File: config.mk
export PLATFORM = sky130hd
export DESIGN_NAME = vga_pattern_gen
export DESIGN_NICKNAME = d
export VERILOG_FILES = /design/src/rtl/vga_pattern_pkg.sv /design/src/rtl/vga_box_mover.sv /design/src/rtl/vga_pattern_gen.sv
export SDC_FILE = /design/constraint.sdc
export NUM_CORES = 1
export LEC_CHECK = 0
export CORE_MARGIN = 1
export CORE_UTILIZATION = 45
export DETAILED_ROUTE_END_ITERATION = 8
export PLACE_DENSITY_LB_ADDON = 0.12
export SKIP_LAST_GASP = 1
export SLEW_MARGIN = 20
export SYNTH_ARGS = -nofsm -noshare
export SYNTH_HDL_FRONTEND = slang
export SYNTH_SLANG_ARGS = --single-unit
File: constraint.sdc
create_clock -name clk -period 3.7 [get_ports clk]
set_clock_uncertainty 0.05 [all_clocks]
set_input_delay 0.74 -clock clk [delete_from_list [all_inputs] [get_ports clk]]
set_output_delay 0.74 -clock clk [all_outputs]
set_load 0.02 [all_outputs]
File: src/rtl/vga_pattern_pkg.sv
`default_nettype none
// ============================================================================
//  Module      : vga_pattern_pkg
//  Description : Shared constants for the VGA test-pattern generator: mode
//                encodings, colour-bar palette and bouncing-box colours.
//  Revision    : 1.0 - initial release
// ============================================================================
package vga_pattern_pkg;

    // Pattern selector encodings; values 5..7 fall through to solid white
    localparam logic [2:0] MODE_BARS  = 3'd0;
    localparam logic [2:0] MODE_CHECK = 3'd1;
    localparam logic [2:0] MODE_GRAD  = 3'd2;
    localparam logic [2:0] MODE_BOX   = 3'd3;
    localparam logic [2:0] MODE_GRID  = 3'd4;

    // Colour-bar palette, left to right
    localparam logic [23:0] COLOR_WHITE   = 24'hFFFFFF;
    localparam logic [23:0] COLOR_YELLOW  = 24'hFFFF00;
    localparam logic [23:0] COLOR_CYAN    = 24'h00FFFF;
    localparam logic [23:0] COLOR_GREEN   = 24'h00FF00;
    localparam logic [23:0] COLOR_MAGENTA = 24'hFF00FF;
    localparam logic [23:0] COLOR_RED     = 24'hFF0000;
    localparam logic [23:0] COLOR_BLUE    = 24'h0000FF;
    localparam logic [23:0] COLOR_BLACK   = 24'h000000;

    // Bouncing-box foreground and the background around it
    localparam logic [23:0] BOX_COLOR = 24'hFF0000;
    localparam logic [23:0] BG_COLOR  = 24'h404040;

    // Map a bar index (0 = leftmost) to its colour
    function automatic logic [23:0] bar_color(input logic [2:0] idx);
        logic [23:0] col;
        case (idx)
            3'd0:    col = COLOR_WHITE;
            3'd1:    col = COLOR_YELLOW;
            3'd2:    col = COLOR_CYAN;
            3'd3:    col = COLOR_GREEN;
            3'd4:    col = COLOR_MAGENTA;
            3'd5:    col = COLOR_RED;
            3'd6:    col = COLOR_BLUE;
            default: col = COLOR_BLACK;
        endcase
        return col;
    endfunction

endpackage
`default_nettype wire

File: src/rtl/vga_box_mover.sv
`default_nettype none
// ============================================================================
//  Module      : vga_box_mover
//  Description : Position/direction state of the bouncing box. Steps the box
//                once per update strobe (unless paused) and reflects it off
//                the edges of the active area, clamping to the wall.
//  Revision    : 1.0 - initial release
// ============================================================================
module vga_box_mover #(
    parameter int HACTIVE  = 800,
    parameter int VACTIVE  = 600,
    parameter int BOX_SIZE = 32,
    parameter int STEP     = 2
) (
    input  logic        clk,
    input  logic        rst,
    input  logic        update,
    input  logic        pause,
    output logic [10:0] box_x,
    output logic [10:0] box_y
);

    // Bounce limits kept at 12 bits so position+STEP cannot wrap
    localparam logic [11:0] c_x_max  = 12'(HACTIVE - BOX_SIZE);
    localparam logic [11:0] c_y_max  = 12'(VACTIVE - BOX_SIZE);
    localparam logic [11:0] c_step12 = 12'(STEP);
    localparam logic [10:0] c_step11 = 11'(STEP);

    logic [10:0] r_box_x;
    logic [10:0] r_box_y;
    logic        r_dir_x;   // 0 = moving right, 1 = moving left
    logic        r_dir_y;   // 0 = moving down,  1 = moving up

    // Advance both axes once per frame; a wall hit clamps and reverses
    always_ff @(posedge clk or posedge rst) begin
        if (rst) begin
            r_box_x <= 11'd0;
            r_box_y <= 11'd0;
            r_dir_x <= 1'b0;
            r_dir_y <= 1'b0;
        end else if (update && !pause) begin
            if (!r_dir_x) begin
                if (({1'b0, r_box_x} + c_step12) > c_x_max) begin
                    r_box_x <= c_x_max[10:0];
                    r_dir_x <= 1'b1;
                end else begin
                    r_box_x <= r_box_x + c_step11;
                end
            end else if ({1'b0, r_box_x} < c_step12) begin
                r_box_x <= 11'd0;
                r_dir_x <= 1'b0;
            end else begin
                r_box_x <= r_box_x - c_step11;
            end

            if (!r_dir_y) begin
                if (({1'b0, r_box_y} + c_step12) > c_y_max) begin
                    r_box_y <= c_y_max[10:0];
                    r_dir_y <= 1'b1;
                end else begin
                    r_box_y <= r_box_y + c_step11;
                end
            end else if ({1'b0, r_box_y} < c_step12) begin
                r_box_y <= 11'd0;
                r_dir_y <= 1'b0;
            end else begin
                r_box_y <= r_box_y - c_step11;
            end
        end
    end

    assign box_x = r_box_x;
    assign box_y = r_box_y;

endmodule
`default_nettype wire

File: src/rtl/vga_pattern_gen.sv
`default_nettype none
// ============================================================================
//  Module      : vga_pattern_gen
//  Description : Test-pattern pixel source for the VGA sync generator. Looks
//                one pixel ahead of hc/vc and registers the colour so the
//                output is pixel-aligned. Mode is latched once per frame.
//                Optional feature macro: VGA_PATTERN_BOX_EN (bouncing box).
//  Revision    : 1.0 - initial release
// ============================================================================
module vga_pattern_gen
    import vga_pattern_pkg::*;
#(
    parameter int HTOTAL   = 896,
    parameter int VTOTAL   = 625,
    parameter int HACTIVE  = 800,
    parameter int VACTIVE  = 600,
    parameter int BOX_SIZE = 32,
    parameter int STEP     = 2
) (
    input  logic        clk,
    input  logic        rst,
    input  logic [10:0] hc,
    input  logic [10:0] vc,
    input  logic [2:0]  mode,
    input  logic        pause,
    output logic [7:0]  r,
    output logic [7:0]  g,
    output logic [7:0]  b,
    output logic        frame_tick
);

    localparam logic [10:0] c_h_last     = 11'(HTOTAL - 1);
    localparam logic [10:0] c_v_last     = 11'(VTOTAL - 1);
    localparam logic [10:0] c_h_active   = 11'(HACTIVE);
    localparam logic [10:0] c_v_active   = 11'(VACTIVE);
    localparam logic [10:0] c_h_act_last = 11'(HACTIVE - 1);
    localparam logic [10:0] c_v_act_last = 11'(VACTIVE - 1);

    logic [10:0] w_nh;
    logic [10:0] w_nv;
    logic        w_active;
    logic        w_frame_event;
    logic [2:0]  w_bar_idx;
    logic [23:0] w_color;

    logic [23:0] r_rgb;
    logic        r_frame_tick;
    logic [2:0]  r_mode_q;

    // Coordinates of the pixel that will be on screen next cycle
    assign w_nh = (hc == c_h_last) ? 11'd0 : hc + 11'd1;
    assign w_nv = (hc == c_h_last) ? ((vc == c_v_last) ? 11'd0 : vc + 11'd1) : vc;

    assign w_active      = (w_nh < c_h_active) && (w_nv < c_v_active);
    assign w_frame_event = (w_nh == 11'd0) && (w_nv == c_v_active);

    // Bar index from constant thresholds, avoiding a runtime divide
    always_comb begin
        w_bar_idx = 3'd0;
        for (int k = 1; k < 8; k++) begin
            if (w_nh >= 11'(k * (HACTIVE / 8))) begin
                w_bar_idx = 3'(k);
            end
        end
    end

`ifdef VGA_PATTERN_BOX_EN
    logic [10:0] w_box_x;
    logic [10:0] w_box_y;
    logic        w_in_box;

    vga_box_mover #(
        .HACTIVE  (HACTIVE),
        .VACTIVE  (VACTIVE),
        .BOX_SIZE (BOX_SIZE),
        .STEP     (STEP)
    ) u_box_mover (
        .clk    (clk),
        .rst    (rst),
        .update (w_frame_event),
        .pause  (pause),
        .box_x  (w_box_x),
        .box_y  (w_box_y)
    );

    // Box extent compared at 12 bits so box+BOX_SIZE never wraps
    assign w_in_box = (w_nh >= w_box_x)
                   && ({1'b0, w_nh} < ({1'b0, w_box_x} + 12'(BOX_SIZE)))
                   && (w_nv >= w_box_y)
                   && ({1'b0, w_nv} < ({1'b0, w_box_y} + 12'(BOX_SIZE)));
`else
    // Box motion does not exist in this build, so pause has no consumer
    logic w_unused_pause;
    assign w_unused_pause = pause;
`endif

    // Colour of the upcoming pixel for the latched pattern
    always_comb begin
        w_color = COLOR_WHITE;
        case (r_mode_q)
            MODE_BARS:  w_color = bar_color(w_bar_idx);
            MODE_CHECK: w_color = (w_nh[5] ^ w_nv[5]) ? COLOR_WHITE : COLOR_BLACK;
            MODE_GRAD:  w_color = {w_nh[7:0], w_nh[7:0], w_nh[7:0]};
`ifdef VGA_PATTERN_BOX_EN
            MODE_BOX:   w_color = w_in_box ? BOX_COLOR : BG_COLOR;
`else
            MODE_BOX:   w_color = bar_color(w_bar_idx);
`endif
            MODE_GRID:  w_color = ((w_nh[5:0] == 6'd0) || (w_nv[5:0] == 6'd0) ||
                                   (w_nh == c_h_act_last) || (w_nv == c_v_act_last))
                                  ? COLOR_WHITE : COLOR_BLACK;
            default:    w_color = COLOR_WHITE;
        endcase
    end

    // Register colour, frame pulse and once-per-frame mode latch
    always_ff @(posedge clk or posedge rst) begin
        if (rst) begin
            r_rgb        <= 24'd0;
            r_frame_tick <= 1'b0;
            r_mode_q     <= MODE_BARS;
        end else begin
            r_rgb        <= w_active ? w_color : 24'd0;
            r_frame_tick <= w_frame_event;
            if (w_frame_event) begin
                r_mode_q <= mode;
            end
        end
    end

    assign r          = r_rgb[23:16];
    assign g          = r_rgb[15:8];
    assign b          = r_rgb[7:0];
    assign frame_tick = r_frame_tick;

endmodule
`default_nettype wire

=== After elaboration in Yosys (flattened, before gate mapping) ===
Index checks and enable logic that the tools add are counted.

* Register bits after elaboration: 28
* Latch bits: 0
* Memory bits (writable): 0
* ROM bits: 0
* Input port bits: 28
* Word-level logic and storage cells: 56
* Memories: 0

* Add/sub/neg operators: 2
* Multiply operators: 0
* Div/mod/pow operators: 0
* $lt $le $gt $ge: 9
* Equal/unequal tests: 15
* Shift operators: 0
* Muxes and demuxes: 15
* Bitwise gates (word level): 1
* Reductions and logical operators: 11

{| class="wikitable"
|+ Operators by type and width
! cell !! count
|-
| one-hot mux 24 bit (7 select lines) || 1
|-
| one-hot mux 24 bit (4 select lines) || 1
|-
| two-way mux 24 bit || 3
|-
| equality test 11 x 10 -> 1 bit, second input constant || 5
|-
| greater-or-equal comparator 11 x 9 -> 1 bit, second input constant || 3
|-
| two-way mux 11 bit || 3
|-
| adder 11 x 1 -> 11 bit, second input constant || 2
|-
| greater-or-equal comparator 11 x 10 -> 1 bit, second input constant || 2
|-
| less-than comparator 11 x 10 -> 1 bit, second input constant || 2
|-
| two-way mux 3 bit || 6
|-
| equality test 3 x 2 -> 1 bit, second input constant || 4
|-
| equality test 3 bit, second input constant || 4
|-
| zero test 6 bit || 2
|-
| greater-or-equal comparator 11 x 7 -> 1 bit, second input constant || 1
|-
| greater-or-equal comparator 11 x 8 -> 1 bit, second input constant || 1
|-
| zero test 11 bit || 1
|-
| equality test 3 x 1 -> 1 bit, second input constant || 2
|-
| zero test 3 bit || 2
|-
| logical OR 1 bit || 3
|-
| logical AND 1 bit || 2
|-
| OR reduction 2 bit || 1
|-
| two-way mux 1 bit || 1
|-
| bitwise XOR 1 bit || 1
|}

=== Longest topological paths before layout ===
Gate-level depths: netlist of the first run.

* Depth after elaboration: 14
* Depth in mapped cells: 13

=== Worst setup path before layout of the first run ===
Ideal clock, no wire load.

* Path kind: input port to flip-flop
* Start point: input hc[0]
* End point: register r_rgb[10]
* Arrival: 2.930 ns
* Required time: 3.512 ns
* Setup slack: 0.582 ns
* Stages on the path: 10
* Path buffers: 2
* Cells stage by stage: ha_1 -> and4_1 -> buf_4 -> and3_1 -> buf_2 -> o21ai_0 -> nor4_1 -> or3_4 -> a211oi_4 -> a21oi_1

* Longest elaborated chain between the ends: 14
* Elaborated cells between the ends (all ways): 41
* Those cells by class: 1 x add/sub; 9 x order compare; 9 x eq/ne; 14 x mux; 1 x bitwise; 7 x reduce/logical

{| class="wikitable"
|+ Ends and longest elaborated chain
! what !! RTL line !! source
|-
| start, declared || vga_pattern_gen.sv:22 || <nowiki>input logic [10:0] hc,</nowiki>
|-
| adder 11 x 1 -> 11 bit / equality test 11 x 10 -> 1 bit (equally long branches) || vga_pattern_gen.sv:51, vga_pattern_gen.sv:52 ||
|-
| two-way mux 11 bit || vga_pattern_gen.sv:51 || <nowiki>assign w_nh = (hc == c_h_last) ? 11'd0 : hc + 11'd1;</nowiki>
|-
| greater-or-equal comparator 11 x 7 -> 1 bit || vga_pattern_gen.sv:61 || <nowiki>if (w_nh >= 11'(k * (HACTIVE / 8))) begin</nowiki>
|-
| two-way mux 1 bit || vga_pattern_gen.sv:61 ||
|-
| two-way mux 3 bit (6 in series) || vga_pattern_gen.sv:61 ||
|-
| equality test 3 bit (tied with other cells) || vga_pattern_pkg.sv:34 || <nowiki>case (idx)</nowiki>
|-
| one-hot mux 24 bit (7 select lines) || vga_pattern_pkg.sv:34 ||
|-
| one-hot mux 24 bit (4 select lines) || vga_pattern_gen.sv:100 || <nowiki>case (r_mode_q)</nowiki>
|-
| two-way mux 24 bit * || vga_pattern_gen.sv:123 || <nowiki>r_rgb <= w_active ? w_color : 24'd0;</nowiki>
|-
| end signal, assigned || vga_pattern_gen.sv:123 ||
|-
| end, declared || vga_pattern_gen.sv:46 || <nowiki>logic [23:0] r_rgb;</nowiki>
|}

Every way passes the cells marked *; elsewhere a longest branch is shown, timed or not.
A chain may end at the register's enable or synchronous reset.

=== Worst setup path after layout of the first run ===
* Start point: input hc[1]
* End point: register r_mode_q[0]

* Longest elaborated chain between the ends: 4
* Elaborated cells between the ends (all ways): 7
* Those cells by class: 1 x add/sub; 2 x eq/ne; 2 x mux; 2 x reduce/logical

{| class="wikitable"
|+ Ends and longest elaborated chain
! what !! RTL line !! source
|-
| adder 11 x 1 -> 11 bit / equality test 11 x 10 -> 1 bit (equally long branches) || vga_pattern_gen.sv:51, vga_pattern_gen.sv:52 ||
|-
| two-way mux 11 bit (on tied branches) || vga_pattern_gen.sv:51, vga_pattern_gen.sv:52 ||
|-
| zero test 11 bit / equality test 11 x 10 -> 1 bit (equally long branches) || vga_pattern_gen.sv:55 || <nowiki>assign w_frame_event = (w_nh == 11'd0) && (w_nv == c_v_active);</nowiki>
|-
| logical AND 1 bit * || vga_pattern_gen.sv:55 ||
|-
| via w_frame_event || vga_pattern_gen.sv:42 || <nowiki>logic w_frame_event;</nowiki>
|-
| end signal, assigned || vga_pattern_gen.sv:126 || <nowiki>r_mode_q <= mode;</nowiki>
|-
| end, declared || vga_pattern_gen.sv:48 || <nowiki>logic [2:0] r_mode_q;</nowiki>
|}

Mark *: on every way through the listed nets, which the timed path passes. The rest lies on a longest branch.

==> results of run 1 <==
==> cell usage in the layout (no fill, tap or decap), types with 3 or more instances in the layout <==
cell type	n
nor2_1	30
nand2_1	21
mux2_4	3
xor2_1	4
a21oi_1	25
xnor2_1	14
nand3_1	15
and3_1	7
clkbuf_8	4
clkdlybuf4s50_1	51
nand2b_1	3
o31ai_1	4
nand4_1	10
a31oi_1	13
o21ai_0	15
a211oi_1	3
buf_4	48
nor4_1	4
dfrtp_1	28
inv_1	7
ha_1	4
and4_1	3
nor3_1	12
and2_1	5
o211ai_1	3
a41oi_1	3
==> area by class of cell <==
cell class	instances	area, sq um	area share (%)
clock buffer	4	55.1	1.59
inverter	8	30.0	0.865
multi-input combinational	253	1690	48.6
sequential	28	701	20.2
tap	70	87.6	2.52
timing repair buffer	101	911	26.3
==> metal layers <==
metal	global-route usage [%]	wire, um	vias to the layer above
li1	-	-	1332
met1	34.9	3250	1259
met2	39.2	3230	81
met3	3.45	315	6
met4	4.81	73	0
met5	0	0	-
==> flip-flops by register name, indices dropped and copies added, names as in the netlist <==
| signal | flops |
|---|---|
| r_mode_q | 3 |
| r_rgb | 24 |
| frame_tick | 1 |
==> Yosys cell counts (all sizes together), types with 2 or more instances <==
library cell and instances:
a2111oi 2, nand3 17, buf 17, o211ai 3
or3 3, and4 3, nor4 6, a311oi 2
o21ai 17, nor2b 2, a41oi 3, dfrtp 28
o22ai 2, a21boi 2, a21oi 25, or3b 2
xor2 5, nand4 10, and3 7, nand2 21
nor3b 2, xnor2 14, and4b 2, clkbuf 9
nand2b 3, o21a 2, and2 5, a211oi 5
ha 4, nor3 12, o31ai 4, mux2 3
a31oi 13, or4 2, o211a 2, nor2 32
inv 8
==> worst max-delay path, delay by kind of cell <==
kind,cells,cell delay [ps]
AND/OR/NAND/NOR,5,1280
buffers and inverters,2,660
multiplexers,1,340
AO/OA/AOI/OAI,1,300
adder cells (fa/ha/maj),1,170
XOR/XNOR,1,130
==> where the power goes <==
group	switching, mW	internal [mW]
Clock	0.0866	0.0952
Sequential	0.000743	0.308
Combinational	0.111	0.0963
Total	0.198	0.500
==> per-stage QoR <==
| stage | TNS, ps | total power, mW | setup WS, ps |
|---|---|---|---|
| after floorplan | 0 | 0.427 | 582 |
| after global placement | -1690 | 0.516 | -96.7 |
| after detailed placement | -2070 | 0.519 | -110 |
| after CTS | 0 | 0.702 | 171 |
| after global routing | 0 | 0.742 | 24.5 |
| final | 0 | 0.698 | 193 |
==> how the worst max path moves through the flow <==
stage               slack, ps     endpoint  start  depth (start not counted)
floorplan                 580    r_rgb[10]  hc[0]                         10
global placement         -100     r_rgb[9]  hc[1]                         12
detailed placement       -110  r_mode_q[0]  hc[1]                         11
CTS                       170    r_rgb[12]  hc[1]                         12
global route               20     r_rgb[9]  hc[1]                         12
finish                    190  r_mode_q[0]  hc[1]                         11
==> cell families (layout without fill, tap and decap cells) <==
family,Yosys count,after routing,share of synthesized area (%)
fa+ha+maj,4,4,1.99
simple gates,134,134,30.3
compound gates,93,93,25.4
flops,28,28,27.8
mux,3,3,1.79
buf+inv,34,113,6.11
xor+xnor,19,19,6.60
==> repair_timing <==
| action | in CTS | in global routing |
|---|---|---|
| endpoints found under the setup margin | 0 | 13 |
| buffers inserted | 0 | 0 |
| resized for setup | 0 | 2 |
==> results.json, run 1 <==
{
  "path_class": "in -> reg",
  "core_sq_um": 5240,
  "antenna_found_initial": 0,
  "io_buffers": 51,
  "cts_tree": "done",
  "synth-edff-count": 0,
  "hp-start": "r_mode_q[2]",
  "rsz0062_at_grt": "false",
  "cts_buffer_depth": 2,
  "postCtsHoldBufs": 0,
  "syn2layout_area_growth_pct": 37.7,
  "startpoint_type": "input port",
  "maxSlewHeadroom_pct": 61.0,
  "stdcell_area_sq_um": 3470,
  "final_util_pct": 66.2,
  "grt_max_degree": 29,
  "nets": 427,
  "netlist_top_cells_area": "dfrtp_1 (28%), a21oi_1 (5.0%), xnor2_1 (4.9%)",
  "htree_levels": 1,
  "drt_iter0_drc": 92,
  "clk_pin_slew_ps": 80,
  "path_cells": "clkdlybuf4s50_1 -> ha_1 -> and4_1 -> nand3_4 -> buf_12 -> nor4_4 -> xnor2_1 -> a311oi_2 -> nand3_2 -> nor4_4 -> mux2_4",
  "cts_made_buffers": 3,
  "viasPerCell": 5.77,
  "cpMostUsedCell": "nor4_4",
  "drive_gt1_share_pct": 19.0,
  "antenna_cells": 0,
  "whs_endpoint": "r_mode_q[2]",
  "wl_per_cell_um": 14.8,
  "fin_crit_ps": 3510,
  "grt_pass1_wl_um": 11800,
  "holdWs_ps": 579,
  "die_h_um": 76.8,
  "vias": 2678,
  "yosys_most_used_dff": "dfrtp_1",
  "start_util_pct": 48.1,
  "holdPathStages": 1,
  "rr_worst_depth": 9,
  "grt_pass1_vias": 2475,
  "yosysWarnings": 0,
  "synthCells": 315,
  "cp_max_fo": 6,
  "clock_sinks": 28,
  "drv_slew": 0,
  "avgSynthCellArea_sq_um": 8.00,
  "overflow": 0,
  "totalWireLength_um": 6870,
  "drc": 0,
  "gp_congestion": 0.898,
  "ys_seq_elements": 28,
  "synth_seq_area_share_pct": 27.8,
  "nFillCells": 457,
  "setup_viol": 0,
  "cap_violations": 0,
  "placed_cells": 460,
  "fin_cells": 464,
  "synth_cell_types": 65,
  "clk_latency_ps": 270,
  "ir_drop_uv": 228,
  "cp-end-kind": "flop",
  "max_freq_mhz": 285,
  "p_per_area_nw_per_um2": 201,
  "rrSetupSlack_ps": 1350,
  "slowest_stage": "clkdlybuf4s50_1",
  "max_stage_delay_ps": 510,
  "synth_nets": 347,
  "grtUsageTotal_pct": 24.4,
  "r2r_start": "r_mode_q[1]",
  "tightest_slew_ps": 578,
  "die_w_um": 76.8,
  "p_leak_nw": 1.40,
  "period_share_pct": 94.8,
  "yosysTopAreaCellShare_pct": 27.8,
  "arrival_ps": 3620,
  "r2r_end": "r_rgb[9]",
  "io_pins": 53,
  "cts_root_buffer": "clkbuf_8",
  "dieArea_sq_um": 5900,
  "finalHoldViolations": 0,
  "cp.required_ps": 3810,
  "outcome": "finished clean",
  "dp_hpwl_um": 5280,
  "ant_nets": 0,
  "rows": 26,
  "dr.pass1.iters": 5,
  "synthArstFlopShare_pct": 100,
  "yosysTopAreaCell": "dfrtp_1",
  "place_area_sq_um": 3390,
  "min_path_type": "reg -> reg",
  "netlist_area_sq_um": 2520
}
(Power assumes the default switching activity.)
==> inputs of run 2 (changes only) <==
- CORE_MARGIN: 1 -> 3
==> run 2 against run 1 <==
Non-clock buffer count up 2. Final area up 0.69%. Cell count up 0.43%. Critical path depth unchanged. Clock-buffer cell count down 1. Largest cell class unchanged. Setup slack worse by 28 ps. Via count up 3.1%. Register-to-register slack better by 80 ps. Clock power up 29%. Hold slack better by 5.4 ps. Maximum frequency down 0.80%.
==> results.json, run 2 (synthesis gave the netlist of run 1 again) <==
{
  "dp_hpwl_um": 5570,
  "path_cells": "clkdlybuf4s50_1 -> ha_1 -> and4_2 -> nand3_4 -> buf_4 -> nor4_4 -> xnor2_1 -> a311oi_2 -> nand3_2 -> nor4_4 -> mux2_4",
  "cts_root_buffer": "clkbuf_8",
  "antenna_found_initial": 0,
  "gp_congestion": 0.887,
  "maxSlewHeadroom_pct": 37.4,
  "ir_drop_uv": 176,
  "min_path_type": "reg -> reg",
  "io_buffers": 51,
  "drv_slew": 0,
  "max_freq_mhz": 283,
  "place_ws_ps": -206,
  "arrival_ps": 3650,
  "core_sq_um": 5270,
  "clk_latency_ps": 270,
  "holdPathStages": 1,
  "grtUsageTotal_pct": 22.6,
  "cp.required_ps": 3810,
  "startpoint_type": "input port",
  "die_w_um": 80.8,
  "cts_buffer_depth": 2,
  "grt_pass1_wl_um": 11900,
  "dieArea_sq_um": 6530,
  "grt_max_degree": 29,
  "viasPerCell": 5.93,
  "max_stage_delay_ps": 520,
  "tightest_slew_ps": 933,
  "path_buf_inv": 2,
  "drive_gt1_share_pct": 19.4,
  "cts_tree": "done",
  "slowest_stage": "clkdlybuf4s50_1",
  "die_h_um": 80.8,
  "cp_top_family": "simple AND/OR/NAND/NOR gates",
  "clock_sinks": 28,
  "io_pins": 53,
  "cap_violations": 0,
  "syn2layout_area_growth_pct": 38.6,
  "p_leak_nw": 1.41,
  "p_per_area_nw_per_um2": 215,
  "outcome": "finished clean",
  "finalHoldViolations": 0,
  "power_mw": 0.753,
  "clk_pin_slew_ps": 90,
  "drc": 0,
  "rr_worst_depth": 9,
  "fin_ws_ps": 165,
  "cts_made_buffers": 3,
  "nets": 429,
  "antenna_cells": 0,
  "final_cell_mix": "clkdlybuf4s50_1 (51), buf_4 (51), nor2_1 (30)",
  "fin_crit_ps": 3540,
  "start_util_pct": 47.8,
  "totalWireLength_um": 7170,
  "path_depth": 11,
  "setup_viol": 0,
  "htree_levels": 1,
  "cp_max_fo": 7,
  "postCtsHoldBufs": 0,
  "ant_nets": 0,
  "dr.pass1.iters": 4,
  "regMostFlops": "r_rgb",
  "largest_register_ffs": 24,
  "cpMostUsedCell": "nor4_4",
  "wl_per_cell_um": 15.4,
  "vias": 2762,
  "rows": 26,
  "overflow": 0,
  "drt_iter0_drc": 126,
  "path_class": "in -> reg",
  "cp-end-kind": "flop",
  "period_share_pct": 95.5,
  "grt_pass1_vias": 2568,
  "rsz0062_at_grt": "false"
}
run 2: power breakdown:
part	switching, mW	leakage [nW]	total [mW]	internal (mW)
clock network	0.0896	0.0357	0.234	0.145
registers	0.000749	0.390	0.309	0.308
logic	0.112	0.983	0.209	0.0971
total	0.203	1.41	0.753	0.550
run 2: worst paths after layout:
path	from	to	slack (ps)
setup / recovery	hc[1]	r_mode_q[2]	160
hold / removal	r_mode_q[0]	r_mode_q[0]	580
setup reg to reg	r_mode_q[1]	r_rgb[10]	1430
hold reg to reg	r_mode_q[0]	r_mode_q[0]	580
max in group asynchronous	rst	r_rgb[6]	2360
min in group asynchronous	rst	r_rgb[9]	810
run 2: layer usage:
layer  wire length [um]  track usage [%]  vias to the layer above
met1               3200             30.6                     1340
met4                 44             2.53                        0
met3                400             3.22                        4
met5                  0                0                        -
li1                   -                -                     1345
met2               3520             39.4                       73
run 2: metrics by stage:
stage | TNS (ps) | hold WS [ps] | std cells | util, % | cell area (sq um)
final | 0 | 584 | 466 | 66.3 | 3490
after global routing | 0 | 608 | 466 | 66.3 | 3490
after CTS | 0 | 578 | 466 | 65.8 | 3470
after detailed placement | -4640 | 554 | 462 | 64.5 | 3400
after global placement | -3850 | 532 | 462 | 64.5 | 3400
after floorplan | 0 | 498 | 315 | - | 2520
run 2: what timing repair did:
action	4_1_cts	5_1_grt
buffers inserted	0	0
endpoints found under the setup margin	0	27
gates resized for setup	0	5
run 2: area by class of cell:
type                            instances  area [sq um]
Clock buffer                            3          41.3
Multi-Input combinational cell        253          1690
Timing Repair Buffer                  103           913
Sequential cell                        28           701
Clock inverter                          1          30.0
Tap cell                               70          87.6
Inverter                                8          30.0
Fill cell                             473          1780
